### config.mk
export PLATFORM = sky130hd
export DESIGN_NAME = fetch_unit
export DESIGN_NICKNAME = d
export VERILOG_FILES = /design/src/rtl/cpu_pkg.sv /design/src/rtl/fetch_pc_counter.sv /design/src/rtl/fetch_unit.sv
export SDC_FILE = /design/constraint.sdc
export NUM_CORES = 1
export LEC_CHECK = 0
export CAP_MARGIN = 5
export CORE_UTILIZATION = 43
export DETAILED_ROUTE_END_ITERATION = 10
export MAX_ROUTING_LAYER = met4
export PLACE_DENSITY_LB_ADDON = 0.1
export SYNTH_ARGS = -nofsm -noshare
export SYNTH_HDL_FRONTEND = slang
export SYNTH_HIERARCHICAL = 1
export SYNTH_SLANG_ARGS = --single-unit
### constraint.sdc
create_clock -name clk -period 4.71 [get_ports clk]
set_clock_uncertainty 0.05 [all_clocks]
set_input_delay 0.7065 -clock clk [delete_from_list [all_inputs] [get_ports clk]]
set_output_delay 0.7065 -clock clk [all_outputs]
set_load 0.05 [all_outputs]
### src/rtl/cpu_pkg.sv
// ---------------------------------------------------------------------------
// cpu_pkg
// Shared definitions for the small CPU: default address/data widths used by
// the fetch unit, IR, register file and control unit, the opcode constants,
// and the fetch state encoding.
// ---------------------------------------------------------------------------
package cpu_pkg;

  localparam int unsigned CPU_ADDR_W = 8;
  localparam int unsigned CPU_DATA_W = 16;

  // Opcode that stops the fetch stage.
  localparam logic [3:0] OP_HALT = 4'hF;

  typedef enum logic [2:0] {
    FS_IDLE  = 3'd0,
    FS_REQ   = 3'd1,
    FS_WRITE = 3'd2,
    FS_EXEC  = 3'd3,
    FS_HALT  = 3'd4
  } fetch_state_e;

endpackage : cpu_pkg

### src/rtl/fetch_pc_counter.sv
// ---------------------------------------------------------------------------
// fetch_pc_counter
// Program counter register for the fetch stage. Load has priority over
// increment; increment wraps modulo 2^ADDR_W.
// Ports:
//   clk          in   clock, rising edge
//   rst_n        in   asynchronous active-low reset (pc -> RESET_PC)
//   inc_i        in   advance pc by one
//   load_i       in   load load_addr_i into pc
//   load_addr_i  in   jump/branch target
//   pc_o         out  current pc (registered)
// ---------------------------------------------------------------------------
module fetch_pc_counter
  import cpu_pkg::*;
#(
  parameter int unsigned       ADDR_W   = CPU_ADDR_W,
  parameter logic [ADDR_W-1:0] RESET_PC = '0
) (
  input  logic              clk,
  input  logic              rst_n,
  input  logic              inc_i,
  input  logic              load_i,
  input  logic [ADDR_W-1:0] load_addr_i,
  output logic [ADDR_W-1:0] pc_o
);

  logic [ADDR_W-1:0] pc_q;
  logic [ADDR_W-1:0] pc_d;

  // Next pc: load wins over increment, otherwise hold.
  always_comb begin
    pc_d = pc_q;
    if (load_i) begin
      pc_d = load_addr_i;
    end else if (inc_i) begin
      pc_d = pc_q + {{(ADDR_W-1){1'b0}}, 1'b1};
    end else begin
      pc_d = pc_q;
    end
  end

  // PC register.
  always_ff @(posedge clk or negedge rst_n) begin
    if (!rst_n) begin
      pc_q <= RESET_PC;
    end else begin
      pc_q <= pc_d;
    end
  end

  assign pc_o = pc_q;

endmodule : fetch_pc_counter

### src/rtl/fetch_unit.sv
// ---------------------------------------------------------------------------
// fetch_unit
// Instruction fetch stage feeding the instruction register. Owns the PC,
// reads instruction memory over a req/valid handshake, presents each word to
// the IR with a one-cycle write strobe, then waits for the downstream stage
// (next_ready) before fetching again. Jumps/branches load the PC while the
// instruction executes. Fetching stops on the HALT opcode.
//
// Optional feature: define FETCH_TIMEOUT_EN to abort a request that is not
// answered within TIMEOUT_CYC cycles (fetch_err set, sticky, go to HALT).
// Without it the request waits indefinitely and fetch_err is tied low.
//
// Ports:
//   clk, rst        clock (rising edge), asynchronous active-low reset
//   run             start/continue fetching
//   imem_req/addr   memory read request (held until imem_valid) and address
//   imem_valid/rdata memory response
//   ir_din          last fetched word, ir_write_en one-cycle IR load strobe
//   next_ready      downstream finished the current instruction
//   pc_load/addr    PC load request (honoured only while executing)
//   pc, halted      current PC, HALT state indication
//   fetch_err       request timeout flag
// ---------------------------------------------------------------------------
module fetch_unit
  import cpu_pkg::*;
#(
  parameter int unsigned       ADDR_W   = CPU_ADDR_W,
  parameter int unsigned       DATA_W   = CPU_DATA_W,
  parameter logic [ADDR_W-1:0] RESET_PC = '0,
  parameter logic [3:0]        HALT_OP  = OP_HALT
`ifdef FETCH_TIMEOUT_EN
  ,
  parameter int unsigned       TIMEOUT_CYC = 15
`endif
) (
  input  logic              clk,
  input  logic              rst,
  input  logic              run,
  output logic              imem_req,
  output logic [ADDR_W-1:0] imem_addr,
  input  logic              imem_valid,
  input  logic [DATA_W-1:0] imem_rdata,
  output logic [DATA_W-1:0] ir_din,
  output logic              ir_write_en,
  input  logic              next_ready,
  input  logic              pc_load,
  input  logic [ADDR_W-1:0] pc_load_addr,
  output logic [ADDR_W-1:0] pc,
  output logic              halted,
  output logic              fetch_err
);

  fetch_state_e      state_q;
  fetch_state_e      state_d;
  logic [DATA_W-1:0] ir_din_q;
  logic [DATA_W-1:0] ir_din_d;
  logic              pc_inc_s;
  logic              pc_load_s;
  logic [ADDR_W-1:0] pc_s;
  logic [3:0]        opcode_s;
  logic              tmo_hit_s;

  assign opcode_s = ir_din_q[DATA_W-1 -: 4];

  fetch_pc_counter #(
    .ADDR_W   (ADDR_W),
    .RESET_PC (RESET_PC)
  ) u_pc (
    .clk         (clk),
    .rst_n       (rst),
    .inc_i       (pc_inc_s),
    .load_i      (pc_load_s),
    .load_addr_i (pc_load_addr),
    .pc_o        (pc_s)
  );

`ifdef FETCH_TIMEOUT_EN
  logic [3:0] tmo_cnt_q;
  logic [3:0] tmo_cnt_d;
  logic       err_q;
  logic       err_d;

  // Timeout counter: counts unanswered REQ cycles, zero whenever outside REQ
  // so every new request starts from zero.
  always_comb begin
    tmo_cnt_d = tmo_cnt_q;
    err_d     = err_q;
    tmo_hit_s = 1'b0;
    if ((state_q == FS_REQ) && !imem_valid) begin
      if (tmo_cnt_q == 4'(TIMEOUT_CYC - 1)) begin
        tmo_hit_s = 1'b1;
        err_d     = 1'b1;
        tmo_cnt_d = 4'(TIMEOUT_CYC);
      end else begin
        tmo_cnt_d = tmo_cnt_q + 4'd1;
      end
    end else if (state_q != FS_REQ) begin
      tmo_cnt_d = 4'd0;
    end else begin
      tmo_cnt_d = tmo_cnt_q;
    end
  end

  // Timeout counter and sticky error flag registers.
  always_ff @(posedge clk or negedge rst) begin
    if (!rst) begin
      tmo_cnt_q <= 4'd0;
      err_q     <= 1'b0;
    end else begin
      tmo_cnt_q <= tmo_cnt_d;
      err_q     <= err_d;
    end
  end

  assign fetch_err = err_q;
`else
  assign tmo_hit_s = 1'b0;
  assign fetch_err = 1'b0;
`endif

  // Next-state, IR capture and PC control.
  always_comb begin
    state_d   = state_q;
    ir_din_d  = ir_din_q;
    pc_inc_s  = 1'b0;
    pc_load_s = 1'b0;
    case (state_q)
      FS_IDLE: begin
        if (run) begin
          state_d = FS_REQ;
        end else begin
          state_d = FS_IDLE;
        end
      end
      FS_REQ: begin
        // A response always beats a timeout in the same cycle.
        if (imem_valid) begin
          ir_din_d = imem_rdata;
          state_d  = FS_WRITE;
        end else if (tmo_hit_s) begin
          state_d = FS_HALT;
        end else begin
          state_d = FS_REQ;
        end
      end
      FS_WRITE: begin
        pc_inc_s = 1'b1;
        if (opcode_s == HALT_OP) begin
          state_d = FS_HALT;
        end else begin
          state_d = FS_EXEC;
        end
      end
      FS_EXEC: begin
        // A load in the same cycle as next_ready lands before the next REQ.
        pc_load_s = pc_load;
        if (next_ready) begin
          state_d = run ? FS_REQ : FS_IDLE;
        end else begin
          state_d = FS_EXEC;
        end
      end
      FS_HALT: begin
        if (!run) begin
          state_d = FS_IDLE;
        end else begin
          state_d = FS_HALT;
        end
      end
      default: begin
        state_d = FS_IDLE;
      end
    endcase
  end

  // State and IR data registers.
  always_ff @(posedge clk or negedge rst) begin
    if (!rst) begin
      state_q  <= FS_IDLE;
      ir_din_q <= '0;
    end else begin
      state_q  <= state_d;
      ir_din_q <= ir_din_d;
    end
  end

  // Control outputs are pure decodes of the state register.
  assign imem_req    = (state_q == FS_REQ);
  assign imem_addr   = pc_s;
  assign ir_write_en = (state_q == FS_WRITE);
  assign halted      = (state_q == FS_HALT);
  assign ir_din      = ir_din_q;
  assign pc          = pc_s;

endmodule : fetch_unit

==> impl_metrics.ini <==
[route]
num_vias = 1057
ant_nets = 0
via_per_inst = 4.94
wl_per_cell_um = 13.7
dr.pass1.iters = 4
drt-initial-drc-count = 33
drc = 0
drt_wl_total_um = 2940

[finish]
fillers = 269
num-nets-final = 202
diodes = 0
area_growth_pct = 44.3
drive_gt1_frac = 0.141

[synth]
ys_types = 33
synth_top_cell_area_share = 0.490
syn-num-nets = 147
synth_ff_type = dfrtp_1
avgSynthCellArea_um2 = 11.9
yosys-top-cells-area = dfrtp_1 49%, mux2_4 9.8%, mux2_2 5.7%, buf_4 5.4%, nand2_1 3.0%
synth_xor_xnor_area_share = 0.0254
yosysSeqAreaShare = 0.490
synth-simple-area-share = 0.168
synth_compound_area_frac = 0.0535
synth_top_family_by_area = simple AND/OR/NAND/NOR gates
synthArstFlopShare = 1.00
yosys_warnings = 6
yosys_register_bits = 27
syn-instance-count = 116
synth-adder-area-share = 0.00907
netlist.top_cell.by_area = dfrtp_1
synth_edf_count = 0
synthesis.area_um2 = 1380
synth_mux_area_frac = 0.162

[setup_path]
reg2reg_from = state_q[1]$_DFF_PN0_
cp.arrival_ns = 2.53
critPathRequiredTime_ns = 3.95
worstSetupPathType = reg2out
critPathLaunchType = flop
rr_worst_depth = 5
endpoint_kind = output pin
timing.rr.end = u_pc/pc_o[7]$_DFFE_PN0P_
rrSetupSlack_ns = 2.52
crit_path_max_fanout = 9

[sta]
tightest_slew_ns = 0.605
min_period_over_period = 0.699
hold_viol = 0
fmax_ghz = 0.304
period_needed_ns = 3.29
slew_headroom = 0.595
finalSetupViolations = 0
slew_viol_final = 0
tns_ns = 0
rsz0062_at_grt = false

[clocking]
cts_hold_buf = 0
cts_tree = done
clk_latency_ns = 0.32
clkTransAtPathRegs_ns = 0.15
cts-htree-levels = 1
cts_sinks = 27
cts_buffers = 3
cts.repair.resized = 0
cts-root-buf = clkbuf_4
cts_setup_buffers = 0
cts_buffer_depth = 2

[min_path]
hold_class = reg2reg
holdCritStartpoint = ir_din[7]$_DFFE_PN0P_
hold_depth = 1
min_to = ir_din[7]$_DFFE_PN0P_

[place]
hpwl_um = 2150
port-buffer-count = 64
gp_congestion = 0.713

[global_route]
gr-total-overflow = 0
grt_pass1_wl_um = 4660
grt_max_degree = 28
antenna_found_initial = 0
track_usage = 0.187
grt_pass1_vias = 1011

[die]
dieArea_um2 = 3440
die-height_um = 58.6
io_pins = 66
core_um2 = 3050
die_w_um = 58.6
initial_core_util = 0.452
fp-row-count = 20

[run]
max_cap_violations = 0

[outcome]
outcome = finished, final reports clean
## sequential cells by signal, summed over array words and instances (netlist names)
| name | flops |
|---|---|
| state_q | 3 |
| ir_din | 16 |
| u_pc/pc_o | 8 |
## synth_stat cells, types with 2 or more instances
master / instances
buf_4: 10
clkbuf_1: 2
dfrtp_1: 27
mux2_2: 7
mux2_4: 9
nand2_1: 11
nand3_1: 6
nand4_1: 3
nor2_1: 2
nor2b_1: 3
nor3b_1: 2
o21ai_0: 8
o21ai_1: 2
or4_1: 3
xor2_1: 3
## kinds of logic after synthesis
kind of cell	count (synthesis)
buffers and inverters	16
AO/OA/AOI/OAI	13
adder cells (fa/ha/maj)	1
XOR/XNOR	4
multiplexers	17
flip-flops	27
other	1
AND/OR/NAND/NOR	37
## critical path, cell delays in order, from the launching register on
cell and delay (ns):
dfrtp_1 0.52, or2b_1 0.29, nor2_1 0.48, clkdlybuf4s50_1 0.92
## worst max-delay path by stage
stage,from,to,slack [ns],depth (start not counted)
final,state_q[1]$_DFF_PN0_,ir_write_en,1.42,3
after global routing,state_q[1]$_DFF_PN0_,ir_write_en,1.31,3
after CTS,state_q[1]$_DFF_PN0_,ir_write_en,1.40,3
after detailed placement,state_q[1]$_DFF_PN0_,ir_write_en,1.82,3
after global placement,state_q[1]$_DFF_PN0_,ir_write_en,1.88,3
after floorplan,state_q[1]$_DFF_PN0_,u_pc/pc_o[7]$_DFFE_PN0P_,2.25,6
## stage by stage
step | hold slack, ns | area [um^2] | utilization | setup slack, ns | std cells
floorplan | 0.361 | 1380 | - | 2.25 | 116
global placement | 0.439 | 1960 | 0.643 | 1.88 | 210
detailed placement | 0.449 | 1960 | 0.643 | 1.82 | 210
CTS | 0.482 | 1990 | 0.652 | 1.40 | 214
global route | 0.496 | 1990 | 0.652 | 1.31 | 214
finish | 0.477 | 1990 | 0.652 | 1.42 | 214
## cell type report
type / instances / area [um^2] / share of cell area
well taps: 44 / 55.1 / 0.0277
multi-input cells: 73 / 581 / 0.292
flip-flops and latches: 27 / 676 / 0.340
inverters: 1 / 3.75 / 0.00189
clock buffers: 4 / 26.3 / 0.0132
repair buffers: 65 / 648 / 0.326
## per-layer routing
metal / vias up / wire [um] / global-route usage
met4: 0 / 15 / 0.0408
met5: - / 0 / -
met3: 2 / 188 / 0.0527
met2: 36 / 1490 / 0.317
met1: 512 / 1240 / 0.221
li1: 507 / - / -
## placed cells by master (no fill, tap or decap)
master and instances:
nand3b_1 1, mux2i_1 1, or2b_1 1, and3b_2 1, o21a_1 1, nor2_1 2, or4_1 3, nand4_4 1
xor2_1 3, mux2_2 7, and4b_1 1, nand2_1 11, xnor2_1 1, o21ai_1 2, nand3_1 6, nand4_1 3
buf_4 1, o21bai_1 1, ha_1 1, and2_4 1, nor3b_1 2, inv_1 1, nor2b_1 3, mux2_4 9
clkbuf_4 3, dfrtp_1 27, nor3b_2 1, clkbuf_1 1, a2111oi_0 1, o21ai_0 8, conb_1 1, clkdlybuf4s50_1 64
Power is left out: the tool's default activity adds up to more than one toggle a clock period on the data nets, which glitch-free logic cannot reach.
